### src/rtl/uart_tx_arbiter.sv
// uart_tx_arbiter
//   Round-robin arbiter that shares the write port of the UART TX FIFO
//   between N_REQ producers. The winner owns the port for a whole burst, so
//   the words of one message are never interleaved with another producer's.
//   Writes are paced from the FIFO occupancy so the FIFO cannot overflow.
//
// Ports
//   clk, rst_n     system clock, asynchronous active-low reset
//   req_valid      per-requester word valid
//   req_last       per-requester last word of the current burst
//   req_data       packed words, requester i at [i*DATA_WIDTH +: DATA_WIDTH]
//   req_ready      per-requester accept (combinational, owner only)
//   req_enable     register-controlled requester enable mask
//   fifo_count     current FIFO occupancy
//   fifo_wr_en     registered one-cycle FIFO write strobe
//   fifo_data      registered FIFO write data (holds between writes)
//   grant          one-hot current owner, 0 when idle
//   busy           high while a burst owns the port
//   force_release  one-cycle pulse on timeout, MAX_BURST or disable release
module uart_tx_arbiter #(
  parameter int N_REQ        = 4,
  parameter int DATA_WIDTH   = 16,
  parameter int FIFO_DEPTH   = 32,
  parameter int CNT_WIDTH    = 6,
  parameter int MAX_BURST    = 16,
  parameter int IDLE_TIMEOUT = 8
) (
  input  logic                        clk,
  input  logic                        rst_n,
  input  logic [N_REQ-1:0]            req_valid,
  input  logic [N_REQ-1:0]            req_last,
  input  logic [N_REQ*DATA_WIDTH-1:0] req_data,
  output logic [N_REQ-1:0]            req_ready,
  input  logic [N_REQ-1:0]            req_enable,
  input  logic [CNT_WIDTH-1:0]        fifo_count,
  output logic                        fifo_wr_en,
  output logic [DATA_WIDTH-1:0]       fifo_data,
  output logic [N_REQ-1:0]            grant,
  output logic                        busy,
  output logic                        force_release
);

  localparam int IDX_W   = $clog2(N_REQ);
  localparam int BEAT_W  = $clog2(MAX_BURST + 1);
  localparam int STALL_W = $clog2(IDLE_TIMEOUT + 1);

  typedef enum logic {IDLE, BURST} state_t;

  state_t               state_q, state_d;
  // rr_q is both the round-robin pointer and, while in BURST, the owner.
  logic [IDX_W-1:0]     rr_q, rr_d;
  logic [BEAT_W-1:0]    beat_q, beat_d, beat_inc;
  logic [STALL_W-1:0]   stall_q, stall_d, stall_inc;
  logic                 wr_d, force_d;
  logic [DATA_WIDTH-1:0] data_d;

  logic [DATA_WIDTH-1:0] words [N_REQ];
  logic [N_REQ-1:0]     cand;
  logic                 pick_found;
  logic [IDX_W-1:0]     pick_idx, scan_idx;
  logic                 space, accept;
  logic                 own_valid, own_last, own_en;

  for (genvar i = 0; i < N_REQ; i++) begin : g_unpack
    assign words[i] = req_data[i*DATA_WIDTH +: DATA_WIDTH];
  end

  // The registered write still in flight has not reached fifo_count yet,
  // so it is counted as occupied.
  assign space = (int'(fifo_count) + int'(fifo_wr_en)) < FIFO_DEPTH;

  assign own_valid = req_valid[rr_q];
  assign own_last  = req_last[rr_q];
  assign own_en    = req_enable[rr_q];
  assign busy      = (state_q == BURST);
  assign grant     = busy ? (N_REQ'(1) << rr_q) : '0;
  assign accept    = busy && own_valid && own_en && space;

  // Saturating increments: the counters never wrap.
  assign beat_inc  = (beat_q == BEAT_W'(MAX_BURST)) ? beat_q : beat_q + BEAT_W'(1);
  assign stall_inc = (stall_q == STALL_W'(IDLE_TIMEOUT)) ? stall_q : stall_q + STALL_W'(1);

  always_comb begin
    req_ready = '0;
    if (busy) req_ready[rr_q] = space & own_en;
  end

  // Scan starts one past the previous owner, so the last winner has the
  // lowest priority in the next arbitration.
  assign cand = req_valid & req_enable;

  always_comb begin
    pick_found = 1'b0;
    pick_idx   = rr_q;
    scan_idx   = rr_q;
    for (int k = 1; k <= N_REQ; k++) begin
      scan_idx = IDX_W'((int'(rr_q) + k) % N_REQ);
      if (!pick_found && cand[scan_idx]) begin
        pick_found = 1'b1;
        pick_idx   = scan_idx;
      end
    end
  end

  // NOTE: every signal driven here gets a default before any branch; a path
  // that leaves one unassigned would infer a latch.
  always_comb begin
    state_d = state_q;
    rr_d    = rr_q;
    beat_d  = beat_q;
    stall_d = stall_q;
    wr_d    = 1'b0;
    data_d  = fifo_data;
    force_d = 1'b0;
    case (state_q)
      IDLE: begin
        if (pick_found) begin
          state_d = BURST;
          rr_d    = pick_idx;
          beat_d  = '0;
          stall_d = '0;
        end
      end
      BURST: begin
        if (!own_en) begin
          // Disabled owner: leave at once, nothing accepted this cycle.
          state_d = IDLE;
          force_d = 1'b1;
        end else if (accept) begin
          wr_d    = 1'b1;
          data_d  = words[rr_q];
          beat_d  = beat_inc;
          stall_d = '0;
          if (own_last) begin
            state_d = IDLE;
          end else if (beat_inc == BEAT_W'(MAX_BURST)) begin
            state_d = IDLE;
            force_d = 1'b1;
          end
        end else if (!own_valid) begin
          // Only a silent owner stalls; FIFO backpressure holds the counter.
          stall_d = stall_inc;
          if (stall_inc == STALL_W'(IDLE_TIMEOUT)) begin
            state_d = IDLE;
            force_d = 1'b1;
          end
        end
      end
      default: state_d = IDLE;
    endcase
  end

  // NOTE: state registers use non-blocking assignments so every flop samples
  // the pre-edge values, independent of statement order.
  always_ff @(posedge clk or negedge rst_n) begin
    if (!rst_n) begin
      state_q       <= IDLE;
      rr_q          <= IDX_W'(N_REQ - 1);
      beat_q        <= '0;
      stall_q       <= '0;
      fifo_wr_en    <= 1'b0;
      fifo_data     <= '0;
      force_release <= 1'b0;
    end else begin
      state_q       <= state_d;
      rr_q          <= rr_d;
      beat_q        <= beat_d;
      stall_q       <= stall_d;
      fifo_wr_en    <= wr_d;
      fifo_data     <= data_d;
      force_release <= force_d;
    end
  end

endmodule

### config.mk
export PLATFORM = sky130hd
export DESIGN_NAME = uart_tx_arbiter
export DESIGN_NICKNAME = d
export VERILOG_FILES = /design/src/rtl/uart_tx_arbiter.sv
export SDC_FILE = /design/constraint.sdc
export NUM_CORES = 1
export LEC_CHECK = 0
export BUFFER_PORTS_ARGS = -buffer_cell sky130_fd_sc_hd__buf_2
export CAP_MARGIN = 20
export CORE_MARGIN = 10
export CORE_UTILIZATION = 46
export CTS_CLUSTER_DIAMETER = 120
export DETAILED_ROUTE_END_ITERATION = 7
export GPL_TIMING_DRIVEN = 0
export PLACE_DENSITY_LB_ADDON = 0.08
export REMOVE_ABC_BUFFERS = 1
export SYNTH_ARGS = -nofsm -noshare
export SYNTH_HDL_FRONTEND = slang
export SYNTH_SLANG_ARGS = --single-unit
export TNS_END_PERCENT = 10
### constraint.sdc
create_clock -name clk -period 2.3 [get_ports clk]
set_input_delay 0.46 -clock clk [delete_from_list [all_inputs] [get_ports clk]]
set_output_delay 0.46 -clock clk [all_outputs]
set_load 0.02 [all_outputs]
# --- Word-level counts from Yosys, hierarchy flattened ---
# Cells that the tools add are included.
totals:
  output_inout_bits: 27
  regBits: 30
  elab_cells: 109
classes:
  n_bitwise: 5
  shifts: 1
  n_addsub: 7
  order_cmp: 8
  n_eq_ne: 8
  n_reduce_logical: 15
  n_mux: 58
ops:
  columns: ["op", "n"]
  rows:
  - ["binary-select mux 16 bit (select 2 bit)", 1]
  - ["two-way mux 16 bit", 2]
  - ["two-way mux 1 bit", 29]
  - ["two-way mux 4 bit", 7]
  - ["two-way mux 5 bit", 4]
  - ["less-than comparator 2 x 3 -> 1 bit, second input constant", 5]
  - ["binary-select mux 1 bit (select 2 bit)", 7]
  - ["AND reduction 3 bit", 4]
  - ["== test 5 bit, second input constant", 2]
  - ["one-hot mux 5 bit (2 select lines)", 1]
  - ["AND 4 bit", 2]
  - ["== test 4 bit, second input constant", 2]
  - ["two-way mux 2 bit", 4]
  - ["one-hot mux 4 bit (2 select lines)", 1]
  - ["adder 6 x 1 -> 7 bit", 1]
  - ["logical AND 1 bit", 7]
  - ["less-than comparator 7 x 6 -> 1 bit, second input constant", 1]
  - ["adder 5 x 1 -> 5 bit, second input constant", 1]
  - ["adder 2 x 1 -> 2 bit, second input constant", 2]
  - ["adder 2 bit, second input constant", 2]
  - ["adder 4 x 1 -> 4 bit, second input constant", 1]
  - ["inequality test 2 x 1 -> 1 bit, second input constant", 2]
  - ["nonzero test 4 bit", 1]
  - ["left shift 1 x 2 -> 4 bit, first input constant", 1]
  - ["10 further kinds", 12]

# --- Depth between registers and ports, before layout ---
logic_depth:
  ltp_word: 15
  depth_mapped: 8
  ltp_nobuf: 7

# --- Least setup slack after synthesis ---
# No wires, ideal clock.
synth_path:
  kind: "reg-to-reg"
  start: "register rr_q[0]"
  end: "register fifo_data[0]"
  stages_incl_launch_ff: 5
  period_less_slack_ps: 2108
  path_buffers: 2
  path_slack_ps: 192
  arrival_time_ps: 1981
  path_cell_list: "dfstp_2 -> buf_2 -> buf_2 -> mux4_2 -> mux2_1"
synth_via:
  elab_chain_len: 6
synth_rtl:
  columns: ["element", "line", "rtl"]
  rows:
  - ["start: declaration", "51", "logic [IDX_W-1:0] rr_q, rr_d;"]
  - ["start signal: assignment", "158", "rr_q <= IDX_W'(N_REQ - 1);"]
  - ["start signal: assignment", "166", "rr_q <= rr_d;"]
  - ["binary-select mux 1 bit (select 2 bit)", "72", "assign own_valid = req_valid[rr_q];"]
  - ["two-way mux 1 bit (implied by the code)", "72", null]
  - ["logical AND 1 bit (3 in a row)", "77", "assign accept = busy && own_valid && own_en && space;"]
  - ["AND reduction 3 bit (no source line)", null, null]
  - ["end signal: assignment", "170", "fifo_data <= data_d;"]
  - ["end: declaration", "37", "output logic [DATA_WIDTH-1:0] fifo_data,"]
# Several ways; a longest one is shown, not always the timed one. The select of a mux whose other input is x is not followed.
# A chain may end at the register's enable or synchronous reset.

# --- Worst setup path in the final report ---
layout_path:
  start: "register rr_q[1]"
  end: "output req_ready[0]"
layout_via:
  elab_chain_len: 6
layout_rtl:
  columns: ["element", "line", "rtl"]
  rows:
  - ["less-than comparator 2 x 3 -> 1 bit (implied by the code) / greater-or-equal comparator 2 x 1 -> 1 bit (equally long branches)", "85", "if (busy) req_ready[rr_q] = space & own_en;"]
  - ["logical AND 1 bit (implied by the code)", "85", null]
  - ["two-way mux 1 bit (implied by the code)", "85", null]
  - ["demux 1 bit (select 2 bit)", "85", null]
  - ["AND 4 bit (no source line) (*)", null, null]
  - ["two-way mux 4 bit (*)", "85", null]
  - ["end: declaration", "33", "output logic [N_REQ-1:0] req_ready,"]
# Every way passes the cells marked *; elsewhere a longest branch is shown, timed or not. The select of a mux whose other input is x is not followed.

==> impl_metrics.csv <==
group,metric,value,unit
synthesis,yosys.area.top_type,"dfrtp_1",
sta,setup_viol,0,
power,power.share.combinational,58.9,%
power,swShare,42.1,%
clock_network,clk_path_buf_depth,2,
routing,drtIter0Drc,66,
synthesis,synth_area,2150,sq um
global_routing,grt_pass1_wl,10.3,mm
clock_network,ctsRootBufferMaster,"clkbuf_8",
synthesis,synth_top_area_share,32.5,%
critical_path,worst_setup_path_start_kind,"flop",
critical_path,crit_path_max_fanout,6,
power,seqPwrFrac,29.0,%
power,power_switching,1390,uW
critical_path,crit_chain,"mux4_2 -> and3_1 -> buf_2",
synthesis,yosys-top-cells-count,"dfrtp_1, mux4_2, nand2_1",
hold_path,hp-class,"input pin to async pin",
cells_and_area,final_cell_count_no_fill,353,
synthesis,ys_warn_count,0,
routing,first_pass_iters,4,
clock_network,cts.sinks,30,
clock_network,hold_buffers,0,
power,vdd_drop_max,624,uV
critical_path,crit_path_end,"req_ready[0]",
sta,timing.final.crit_period,2.29,ns
critical_path,critPathKind,"flop to output pin",
routing,drc,0,
floorplanning,initial_core_util,48.5,%
routing,vias,1937,
routing,avgRoutedWirePerCell,17.9,um
critical_path,cp_data_required_time,1.84,ns
floorplanning,rows,24,
critical_path,critPathLaunch,"rr_q[1]",
synthesis,synth_edf_count,0,
critical_path,cpPeakStageDelay,0.64,ns
critical_path,r2r_cells,5,
floorplanning,die_h,88.4,um
clock_network,cts.clk_slew.worst_paths,0.07,ns
cells_and_area,antenna_cells,0,
placed_design,dp.cells,338,
synthesis,seq_area_frac_synth,35.0,%
cells_and_area,drive_gt1_share,52.2,%
placed_design,post-dp-hpwl,4.94,mm
floorplanning,die_w,88.4,um
synthesis,postSynthCellCount,186,
floorplanning,dieArea,7820,sq um
critical_path,reg2reg_to,"fifo_data[12]",
sta,rsz0062_at_grt,"true",
cells_and_area,final_area,2900,sq um
sta,fin_worst_skew,0.00854,ns
clock_network,htreeDepth,2,
power,power.internal,1920,uW
sta,maxSlewViolCount,0,
clock_network,clock_latency,0.28,ns
sta,max_slew.worst_pin.slew,0.694,ns
critical_path,arrival,1.83,ns
critical_path,end_kind,"output pin",
cells_and_area,syn2layout_area_growth,34.7,%
clock_network,cts_tree,"done",
power,p_clk_share,12.2,%
global_routing,grt.total_usage,16.8,%
placed_design,placed_area,2720,sq um
synthesis,synth-seq-cells,30,
outcome,status,"complete, no violations",
power,powerDensity,1140,nW/um^2
routing,drt_wl_total,6.31,mm
flow_run,maxCapViolCount,0,
global_routing,antenna_found_initial,0,
power,cellLeakagePower,0.00141,uW
routing,ant_nets,0,
sta,final_hold_viol_count,0,
synthesis,ys_async_sr_fraction,100,%
critical_path,slowest_stage,"dfstp_4",
sta,fin_crit_sh,99.7,%
critical_path,r2r-start,"rr_q[1]",
critical_path,rrSetupSlack,0.06,ns
global_routing,grt_max_degree,31,
synthesis,ys_top_cells_by_area,"dfrtp_1, mux4_2, mux2_1, ha_1, mux2_2",
synthesis,avgSynthCellArea,11.6,sq um
clock_network,cts_buffers,5,
placed_design,io_buffer_count,110,
sta,fmax,436,MHz
synthesis,yosys.cell_count.top_type,"dfrtp_1",
synthesis,synth.distinct_cells,46,
floorplanning,ios,111,
cells_and_area,final_nets,392,
global_routing,grt_overflow,0,
cells_and_area,nFillCells,400,
routing,viasPerCell,5.49,
placed_design,gp_congestion,0.878,
global_routing,grt_pass1_vias,2100,
synthesis,ys.flop_type,"dfrtp_1",
sta,relSlewSlack,53.7,%
floorplanning,coreArea,4440,sq um
## worst min-delay path by stage
stage	startpoint	to	slack (ns)	depth (start not counted)
3_3_place_gp	fifo_data[13]	fifo_data[13]	0.47	1
4_1_cts	rst_n	beat_q[4]	0.24	1
5_1_grt	rst_n	beat_q[4]	0.27	1
3_5_place_dp	fifo_data[13]	fifo_data[13]	0.47	1
2_1_floorplan	rst_n	beat_q[0]	0.16	0
6_report	rst_n	beat_q[4]	0.22	1
## power by group through the flow
| stage | logic [uW] | registers (uW) | clock network, uW |
|---|---|---|---|
| after floorplan | 975 | 1240 | 0 |
| after global placement | 1630 | 1110 | 0 |
| after detailed placement | 1650 | 1120 | 0 |
| after CTS | 1950 | 956 | 406 |
| after global routing | 2130 | 1010 | 439 |
| final | 1950 | 960 | 402 |
## state kept, by name, indices dropped and copies added, names as in the netlist
name	count
rr_q	2
fifo_wr_en	1
beat_q	5
force_release	1
stall_q	4
fifo_data	16
busy	1
## cell usage in the layout, fill, tap and decap left out, types with 3 or more instances in the layout
master and count:
nand2_1 15, and3_4 3, buf_2 107, buf_4 7, nor2_1 7, and2_1 4
dfrtp_1 28, nor3_1 3, ha_1 8, o21ai_0 4, clkbuf_8 5, mux2_2 5
nand3_1 8, clkbuf_1 3, mux2i_1 3, mux4_2 20, a31oi_1 6, inv_1 9
mux2_1 14
## worst max-delay path: cells and delay by family, from the launching register on
| family | cells | cell delay, ns |
|---|---|---|
| DFF | 1 | 0.64 |
| buffers and inverters | 1 | 0.16 |
| and+or+nand+nor | 1 | 0.18 |
| muxes | 1 | 0.59 |
## metrics by stage
stage / setup slack [ns] / TNS [ns] / hold WS (ns) / utilization (%) / total power, uW
final: 0.00579 / 0 / 0.224 / 65.3 / 3310
after global routing: -0.0448 / -0.105 / 0.273 / 65.3 / 3580
after CTS: 0.0109 / 0 / 0.243 / 64.5 / 3310
after detailed placement: -0.538 / -12.33 / 0.469 / 61.1 / 2770
after global placement: -0.525 / -11.74 / 0.465 / 61.1 / 2740
after floorplan: -0.128 / -1.93 / 0.164 / - / 2210
## layer usage
metal | global-route usage (%) | vias to the layer above | routed length (um)
met1 | 18.7 | 934 | 2450
met2 | 30.5 | 63 | 3390
met3 | 5.97 | 4 | 439
met5 | 0 | - | 0
met4 | 3.23 | 0 | 34
li1 | - | 936 | -
## cell families (layout without fill, tap and decap cells)
| group | count (synthesis) | in the layout | share of synthesized area, % |
|---|---|---|---|
| AO/OA/AOI/OAI | 31 | 31 | 10.4 |
| XOR/XNOR | 4 | 4 | 1.63 |
| adder cells (fa/ha/maj) | 8 | 8 | 4.65 |
| buffers and inverters | 21 | 136 | 4.36 |
| flip-flops | 30 | 30 | 35.0 |
| multiplexers | 42 | 42 | 32.2 |
| AND/OR/NAND/NOR | 50 | 50 | 11.7 |
## layout make-up
class / instances / area, sq um / share of cell area (%)
inverters: 11 / 43.8 / 1.51
multi-input cells: 135 / 1330 / 45.7
flip-flops and latches: 30 / 761 / 26.2
clock buffers: 8 / 80.1 / 2.76
repair buffers: 117 / 626 / 21.6
well taps: 52 / 65.1 / 2.24
## what timing repair did
action | 4_1_cts | 5_1_grt
pin swaps | 0 | 3
hold endpoints to repair | 0 | 0
setup endpoints to repair | 38 | 5
gates resized for setup | 3 | 10
buffers inserted | 7 | 0
(Power assumes the default switching activity.)
